[src/rtl/morse_tx_if.sv]
// rtl/morse_tx_if.sv - letter request handshake between a letter source and morse_tx
interface morse_tx_if;
    logic [4:0] letter;
    logic       letter_valid;
    logic       letter_ready;

    modport master (output letter, output letter_valid, input letter_ready);
    modport slave  (input letter, input letter_valid, output letter_ready);
endinterface

[src/rtl/morse_tx.sv]
// rtl/morse_tx.sv - keys one letter A..Z as International Morse on an active-low line
// Optional MORSE_TX_WORD_GAP_EN: code 0 sends a 7-unit word gap instead of flagging an error.
module morse_tx #(
    parameter int UNIT_CYCLES = 4194304,
    parameter int DASH_UNITS  = 3,
    parameter int LGAP_UNITS  = 3
) (
    input  logic       CLK,
    input  logic       RST_N,
    morse_tx_if.slave  lt,
    output logic       key_n,
    output logic       busy,
    output logic       done,
    output logic       err
);

    localparam int MAXU = (DASH_UNITS > LGAP_UNITS) ? ((DASH_UNITS > 7) ? DASH_UNITS : 7)
                                                    : ((LGAP_UNITS > 7) ? LGAP_UNITS : 7);
    localparam int CW = $clog2(MAXU * UNIT_CYCLES + 1);
    localparam logic [CW-1:0] DOT_LD  = CW'(UNIT_CYCLES - 1);
    localparam logic [CW-1:0] DASH_LD = CW'(DASH_UNITS * UNIT_CYCLES - 1);
    localparam logic [CW-1:0] LGAP_LD = CW'(LGAP_UNITS * UNIT_CYCLES - 1);
`ifdef MORSE_TX_WORD_GAP_EN
    localparam logic [CW-1:0] WGAP_LD = CW'(7 * UNIT_CYCLES - 1);
`endif

    typedef enum logic [1:0] {IDLE, MARK, SPACE, LGAP} state_t;

    state_t        state_q, state_d;
    logic [CW-1:0] cnt_q, cnt_d;
    logic [3:0]    pat_q, pat_d;
    logic [2:0]    left_q, left_d;
    logic          key_n_q, key_n_d;
    logic          busy_q, busy_d;
    logic          done_q, done_d;
    logic          err_q, err_d;
    logic          ready_q, ready_d;
    logic [6:0]    lut;

    // {element count, pattern}; bit 0 of the pattern is sent first, 1 = dash
    function automatic logic [6:0] morse_lut(input logic [4:0] code);
        case (code)
            5'd1:    morse_lut = {3'd2, 4'b0010};
            5'd2:    morse_lut = {3'd4, 4'b0001};
            5'd3:    morse_lut = {3'd4, 4'b0101};
            5'd4:    morse_lut = {3'd3, 4'b0001};
            5'd5:    morse_lut = {3'd1, 4'b0000};
            5'd6:    morse_lut = {3'd4, 4'b0100};
            5'd7:    morse_lut = {3'd3, 4'b0011};
            5'd8:    morse_lut = {3'd4, 4'b0000};
            5'd9:    morse_lut = {3'd2, 4'b0000};
            5'd10:   morse_lut = {3'd4, 4'b1110};
            5'd11:   morse_lut = {3'd3, 4'b0101};
            5'd12:   morse_lut = {3'd4, 4'b0010};
            5'd13:   morse_lut = {3'd2, 4'b0011};
            5'd14:   morse_lut = {3'd2, 4'b0001};
            5'd15:   morse_lut = {3'd3, 4'b0111};
            5'd16:   morse_lut = {3'd4, 4'b0110};
            5'd17:   morse_lut = {3'd4, 4'b1011};
            5'd18:   morse_lut = {3'd3, 4'b0010};
            5'd19:   morse_lut = {3'd3, 4'b0000};
            5'd20:   morse_lut = {3'd1, 4'b0001};
            5'd21:   morse_lut = {3'd3, 4'b0100};
            5'd22:   morse_lut = {3'd4, 4'b1000};
            5'd23:   morse_lut = {3'd3, 4'b0110};
            5'd24:   morse_lut = {3'd4, 4'b1001};
            5'd25:   morse_lut = {3'd4, 4'b1101};
            5'd26:   morse_lut = {3'd4, 4'b0011};
            default: morse_lut = 7'd0;
        endcase
    endfunction

    always_comb begin
        state_d = state_q;
        cnt_d   = cnt_q;
        pat_d   = pat_q;
        left_d  = left_q;
        done_d  = 1'b0;
        err_d   = 1'b0;
        lut     = morse_lut(lt.letter);
        case (state_q)
            IDLE: begin
                if (lt.letter_valid && ready_q) begin
                    if (lt.letter >= 5'd1 && lt.letter <= 5'd26) begin
                        state_d = MARK;
                        pat_d   = lut[3:0];
                        left_d  = lut[6:4];
                        cnt_d   = lut[0] ? DASH_LD : DOT_LD;
`ifdef MORSE_TX_WORD_GAP_EN
                    end else if (lt.letter == 5'd0) begin
                        state_d = LGAP;
                        cnt_d   = WGAP_LD;
`endif
                    end else begin
                        err_d = 1'b1;
                    end
                end
            end
            MARK: begin
                if (cnt_q != '0) begin
                    cnt_d = cnt_q - 1'b1;
                end else if (left_q > 3'd1) begin
                    state_d = SPACE;
                    cnt_d   = DOT_LD;
                    pat_d   = pat_q >> 1;
                    left_d  = left_q - 3'd1;
                end else begin
                    state_d = LGAP;
                    cnt_d   = LGAP_LD;
                end
            end
            SPACE: begin
                if (cnt_q != '0) begin
                    cnt_d = cnt_q - 1'b1;
                end else begin
                    state_d = MARK;
                    cnt_d   = pat_q[0] ? DASH_LD : DOT_LD;
                end
            end
            default: begin
                if (cnt_q != '0) begin
                    cnt_d = cnt_q - 1'b1;
                end else begin
                    state_d = IDLE;
                    done_d  = 1'b1;
                end
            end
        endcase
        // outputs follow the next state so they line up with it one cycle later
        key_n_d = (state_d != MARK);
        busy_d  = (state_d != IDLE);
        ready_d = (state_d == IDLE);
    end

    always_ff @(posedge CLK or negedge RST_N) begin
        if (!RST_N) begin
            state_q <= IDLE;
            cnt_q   <= '0;
            pat_q   <= '0;
            left_q  <= '0;
            key_n_q <= 1'b1;
            busy_q  <= 1'b0;
            done_q  <= 1'b0;
            err_q   <= 1'b0;
            ready_q <= 1'b0;
        end else begin
            state_q <= state_d;
            cnt_q   <= cnt_d;
            pat_q   <= pat_d;
            left_q  <= left_d;
            key_n_q <= key_n_d;
            busy_q  <= busy_d;
            done_q  <= done_d;
            err_q   <= err_d;
            ready_q <= ready_d;
        end
    end

    assign key_n           = key_n_q;
    assign busy            = busy_q;
    assign done            = done_q;
    assign err             = err_q;
    assign lt.letter_ready = ready_q;

endmodule

[src/flat_wrapper.sv]
// flat-port wrapper written by rule: the top's interface ports become plain ports
module morse_tx_flat 
#(
    parameter int UNIT_CYCLES = 4194304,
    parameter int DASH_UNITS  = 3,
    parameter int LGAP_UNITS  = 3
)
  (CLK, RST_N, key_n, busy, done, err, lt_letter, lt_letter_valid, lt_letter_ready);
  morse_tx_if lt_i ();
  input  logic CLK;
  input  logic RST_N;
  output logic key_n;
  output logic busy;
  output logic done;
  output logic err;
  input wire logic [$bits(lt_i.letter)-1:0] lt_letter;
  input wire logic [$bits(lt_i.letter_valid)-1:0] lt_letter_valid;
  output wire logic [$bits(lt_i.letter_ready)-1:0] lt_letter_ready;
  assign lt_i.letter = lt_letter;
  assign lt_i.letter_valid = lt_letter_valid;
  assign lt_letter_ready = lt_i.letter_ready;
  morse_tx #(.UNIT_CYCLES(UNIT_CYCLES), .DASH_UNITS(DASH_UNITS), .LGAP_UNITS(LGAP_UNITS)) u_core (.CLK(CLK), .RST_N(RST_N), .lt(lt_i), .key_n(key_n), .busy(busy), .done(done), .err(err));
endmodule
[config.mk]
export PLATFORM = sky130hd
export DESIGN_NAME = morse_tx_flat
export DESIGN_NICKNAME = d
export VERILOG_FILES = /design/src/rtl/morse_tx_if.sv /design/src/rtl/morse_tx.sv /design/src/flat_wrapper.sv
export SDC_FILE = /design/constraint.sdc
export NUM_CORES = 1
export LEC_CHECK = 0
export BUFFER_PORTS_ARGS = -buffer_cell sky130_fd_sc_hd__buf_2
export CAP_MARGIN = 10
export CORE_UTILIZATION = 65
export CTS_BUF_LIST = sky130_fd_sc_hd__clkbuf_16
export CTS_CLUSTER_SIZE = 16
export DETAILED_ROUTE_END_ITERATION = 10
export GPL_ROUTABILITY_DRIVEN = 0
export HOLD_SLACK_MARGIN = 0.1
export PLACE_DENSITY = 0.88
export SLEW_MARGIN = 20
export SYNTH_ARGS = -nofsm -noshare
export SYNTH_HDL_FRONTEND = slang
export SYNTH_SLANG_ARGS = --single-unit
[constraint.sdc]
create_clock -name CLK -period 7.7 [get_ports CLK]
set_clock_uncertainty 0.2 [all_clocks]
set_input_delay 0.77 -clock CLK [delete_from_list [all_inputs] [get_ports CLK]]
set_output_delay 0.77 -clock CLK [all_outputs]
set_load 0.05 [all_outputs]
==> impl_metrics.ini <==
[outcome]
status = finished, final reports clean

[synthesis]
synth_warnings = 0
synth.most_common_cell = dfrtp_1
synth_top_area_cell = dfrtp_1
syn_nets = 310
yosys-top-cells-area = dfrtp_1 (37%), ha_1 (5.9%), nand2_1 (5.0%)
synth.avg_cell_area_um2 = 8.79
synth_edf_count = 0
synth_area_um2 = 2550
synthFlopType = dfrtp_1
async_reset_ff_share_pct = 100
synth-seq-area-share_pct = 38.3
netlist_instances = 290
synth_top_area_share_pct = 37.3
ys_top_cells_by_count = dfrtp_1 (38), nand2_1 (34), nor2_1 (25)
ys_ff_latch = 39
ys_types = 58

[clock_tree]
cts_sinks = 39
clkSlewWorstSetupHoldPaths_ps = 60
postCtsSetupBuffers = 0
cts_tree = yes
cts-root-buf = clkbuf_16
clock_path_buffers = 2
insertion_delay_ps = 280
cts_buffers = 5
cts_resized = 0
ctsHtreeMaxLevel = 2
cts_hold_repair.buffers = 0

[pwr]
p_leak_uw = 0.00108
power-per-cell-area_nw_per_um2 = 155
power_uw = 428
ir_worst_vdd_v = 0.000167

[timing]
slew_headroom_pct = 31.4
fin_crit_sh_pct = 40.8
worst_pin_slew_ps = 1010
setup_viol = 0
drv_slew = 0
rsz0062_at_grt = false
fin_crit_ps = 3140
fin_tns_setup_ps = 0
hold_viol_final = 0
fmax_ghz = 0.318

[finish]
area_delta_synth_final_pct = 7.95
drive_above_1_share_pct = 12.5
diodes = 0
nets = 315

[worst_setup_path]
worstSetupPathType = reg -> reg
crit_slowest_cell = nand4bb_1
cp.depth = 7
cpPeakStageDelay_ps = 720
crit_chain = nor4_1 > nand4b_2 > nand4bb_1 > and2_1 > inv_1 > o21ai_0 > nand3_1
start_kind = register
required_ps = 7710
path_max_fanout = 16
end_kind = register
cp_top_family = simple AND/OR/NAND/NOR gates
worst-path-buf-inv = 1
arrival_ps = 3150
r2r_cells = 7

[grt]
grt_pass1_vias = 2014
grt_max_degree = 40
grt.overflow.total = 0
antenna_found_initial = 0
grt_pass1_wl_um = 9240
grt_usage_pct = 29.3

[detailed_routing]
final_antenna_net_count = 0
drtIter0Drc = 237
drcViolationCount = 0
via_per_inst = 6.36
first_pass_iters = 4
vias = 2189
wl_per_cell_um = 16.2
routed_wl_um = 5570

[place]
dpl.hpwl_um = 3880
numPortBuffers = 12

[floorplan]
rows = 22
die_area_um2 = 4180
initial_core_util_pct = 68.6
core_um2 = 3720
die_w_um = 64.6
io_pins = 13
die_y_um = 64.6

[min_path]
hp-class = reg -> reg
hold_depth = 1

[job]
max_cap_violations = 0
[per-stage QoR]
step / hold slack [ps] / area, um2 / worst slack, ps / util [%] / instances
after floorplan: 242 / 2550 / 5010 / - / 290
after global placement: 261 / 2610 / 4280 / 70.3 / 336
after detailed placement: 267 / 2610 / 4140 / 70.3 / 336
after CTS: 295 / 2750 / 4420 / 74.0 / 344
after global routing: 309 / 2750 / 4310 / 74.0 / 344
final: 301 / 2750 / 4560 / 74.0 / 344
[kinds of logic (layout without fill, tap and decap cells)]
logic type,after synthesis,in the layout,synth area share [%]
simple gates,133,133,27.9
fa+ha+maj,13,13,6.33
xor+xnor,13,13,4.47
buf+inv,29,35,4.61
mux,5,5,2.99
compound gates,58,58,15.4
flops,39,39,38.3
[worst paths after layout]
check,endpoint,startpoint,slack [ps]
worst max register to register,u_core.cnt_q[7]$_DFFE_PN0P_,u_core.cnt_q[14]$_DFFE_PN0P_,4560
worst min register to register,u_core.pat_q[3]$_DFFE_PN0P_,u_core.pat_q[3]$_DFFE_PN0P_,300
min in group asynchronous,u_core.left_q[0]$_DFFE_PN0P_,RST_N,390
worst min-delay path,u_core.pat_q[3]$_DFFE_PN0P_,u_core.pat_q[3]$_DFFE_PN0P_,300
worst max-delay path,u_core.cnt_q[7]$_DFFE_PN0P_,u_core.cnt_q[14]$_DFFE_PN0P_,4560
max in group asynchronous,u_core.cnt_q[21]$_DFFE_PN0P_,RST_N,6380
[cells in the final DEF (no fill, tap or decap), types with 6 or more instances in the layout]
cell type   n
buf_2      12
a21oi_1    11
nand3_1    16
nor2_1     25
dfrtp_1    38
o21ai_0    12
nand2_1    34
nor3_1      6
nand4_1     9
inv_1      14
xor2_1     12
ha_1       12
or3_1       7
[power by group]
| group | internal (uW) | switching [uW] | leakage, uW |
|---|---|---|---|
| combinational | 9.34 | 16.9 | 0.000588 |
| clock | 118 | 78.6 | 0.0000733 |
| sequential | 205 | 0 | 0.000416 |
| total | 332 | 95.4 | 0.00108 |
[per-layer routing]
metal  track usage (%)  routed length, um
met1              42.3               2580
met2              42.6               2550
met3              7.92                351
met4              9.44                 86
met5                 0                  0
[layout make-up]
| cell class | instances | area [um2] |
|---|---|---|
| clock buffers | 5 | 125 |
| fillers | 283 | 965 |
| flip-flops and latches | 39 | 977 |
| multi-input cells | 222 | 1450 |
| well taps | 48 | 60.1 |
| inverters | 14 | 52.6 |
| clock inverters | 3 | 15.0 |
| repair buffers | 13 | 67.6 |
[worst reg2reg max path, cell delays in order, from the launching register on]
cell and delay (ps):
dfrtp_1 430, nor4_1 430, nand4b_2 300, nand4bb_1 720
and2_1 500, inv_1 200, o21ai_0 160, nand3_1 120
[state kept, by name (all words and copies together), names as in the netlist]
| name | flops |
|---|---|
| u_core.state_q | 2 |
| u_core.pat_q | 4 |
| u_core.left_q | 3 |
| u_core.done | 1 |
| u_core.cnt_q | 25 |
| u_core.err | 1 |
| u_core.busy | 1 |
| u_core.lt.letter_ready | 1 |
| u_core.key_n | 1 |
No activity file was read; power rests on OpenSTA's default activity.
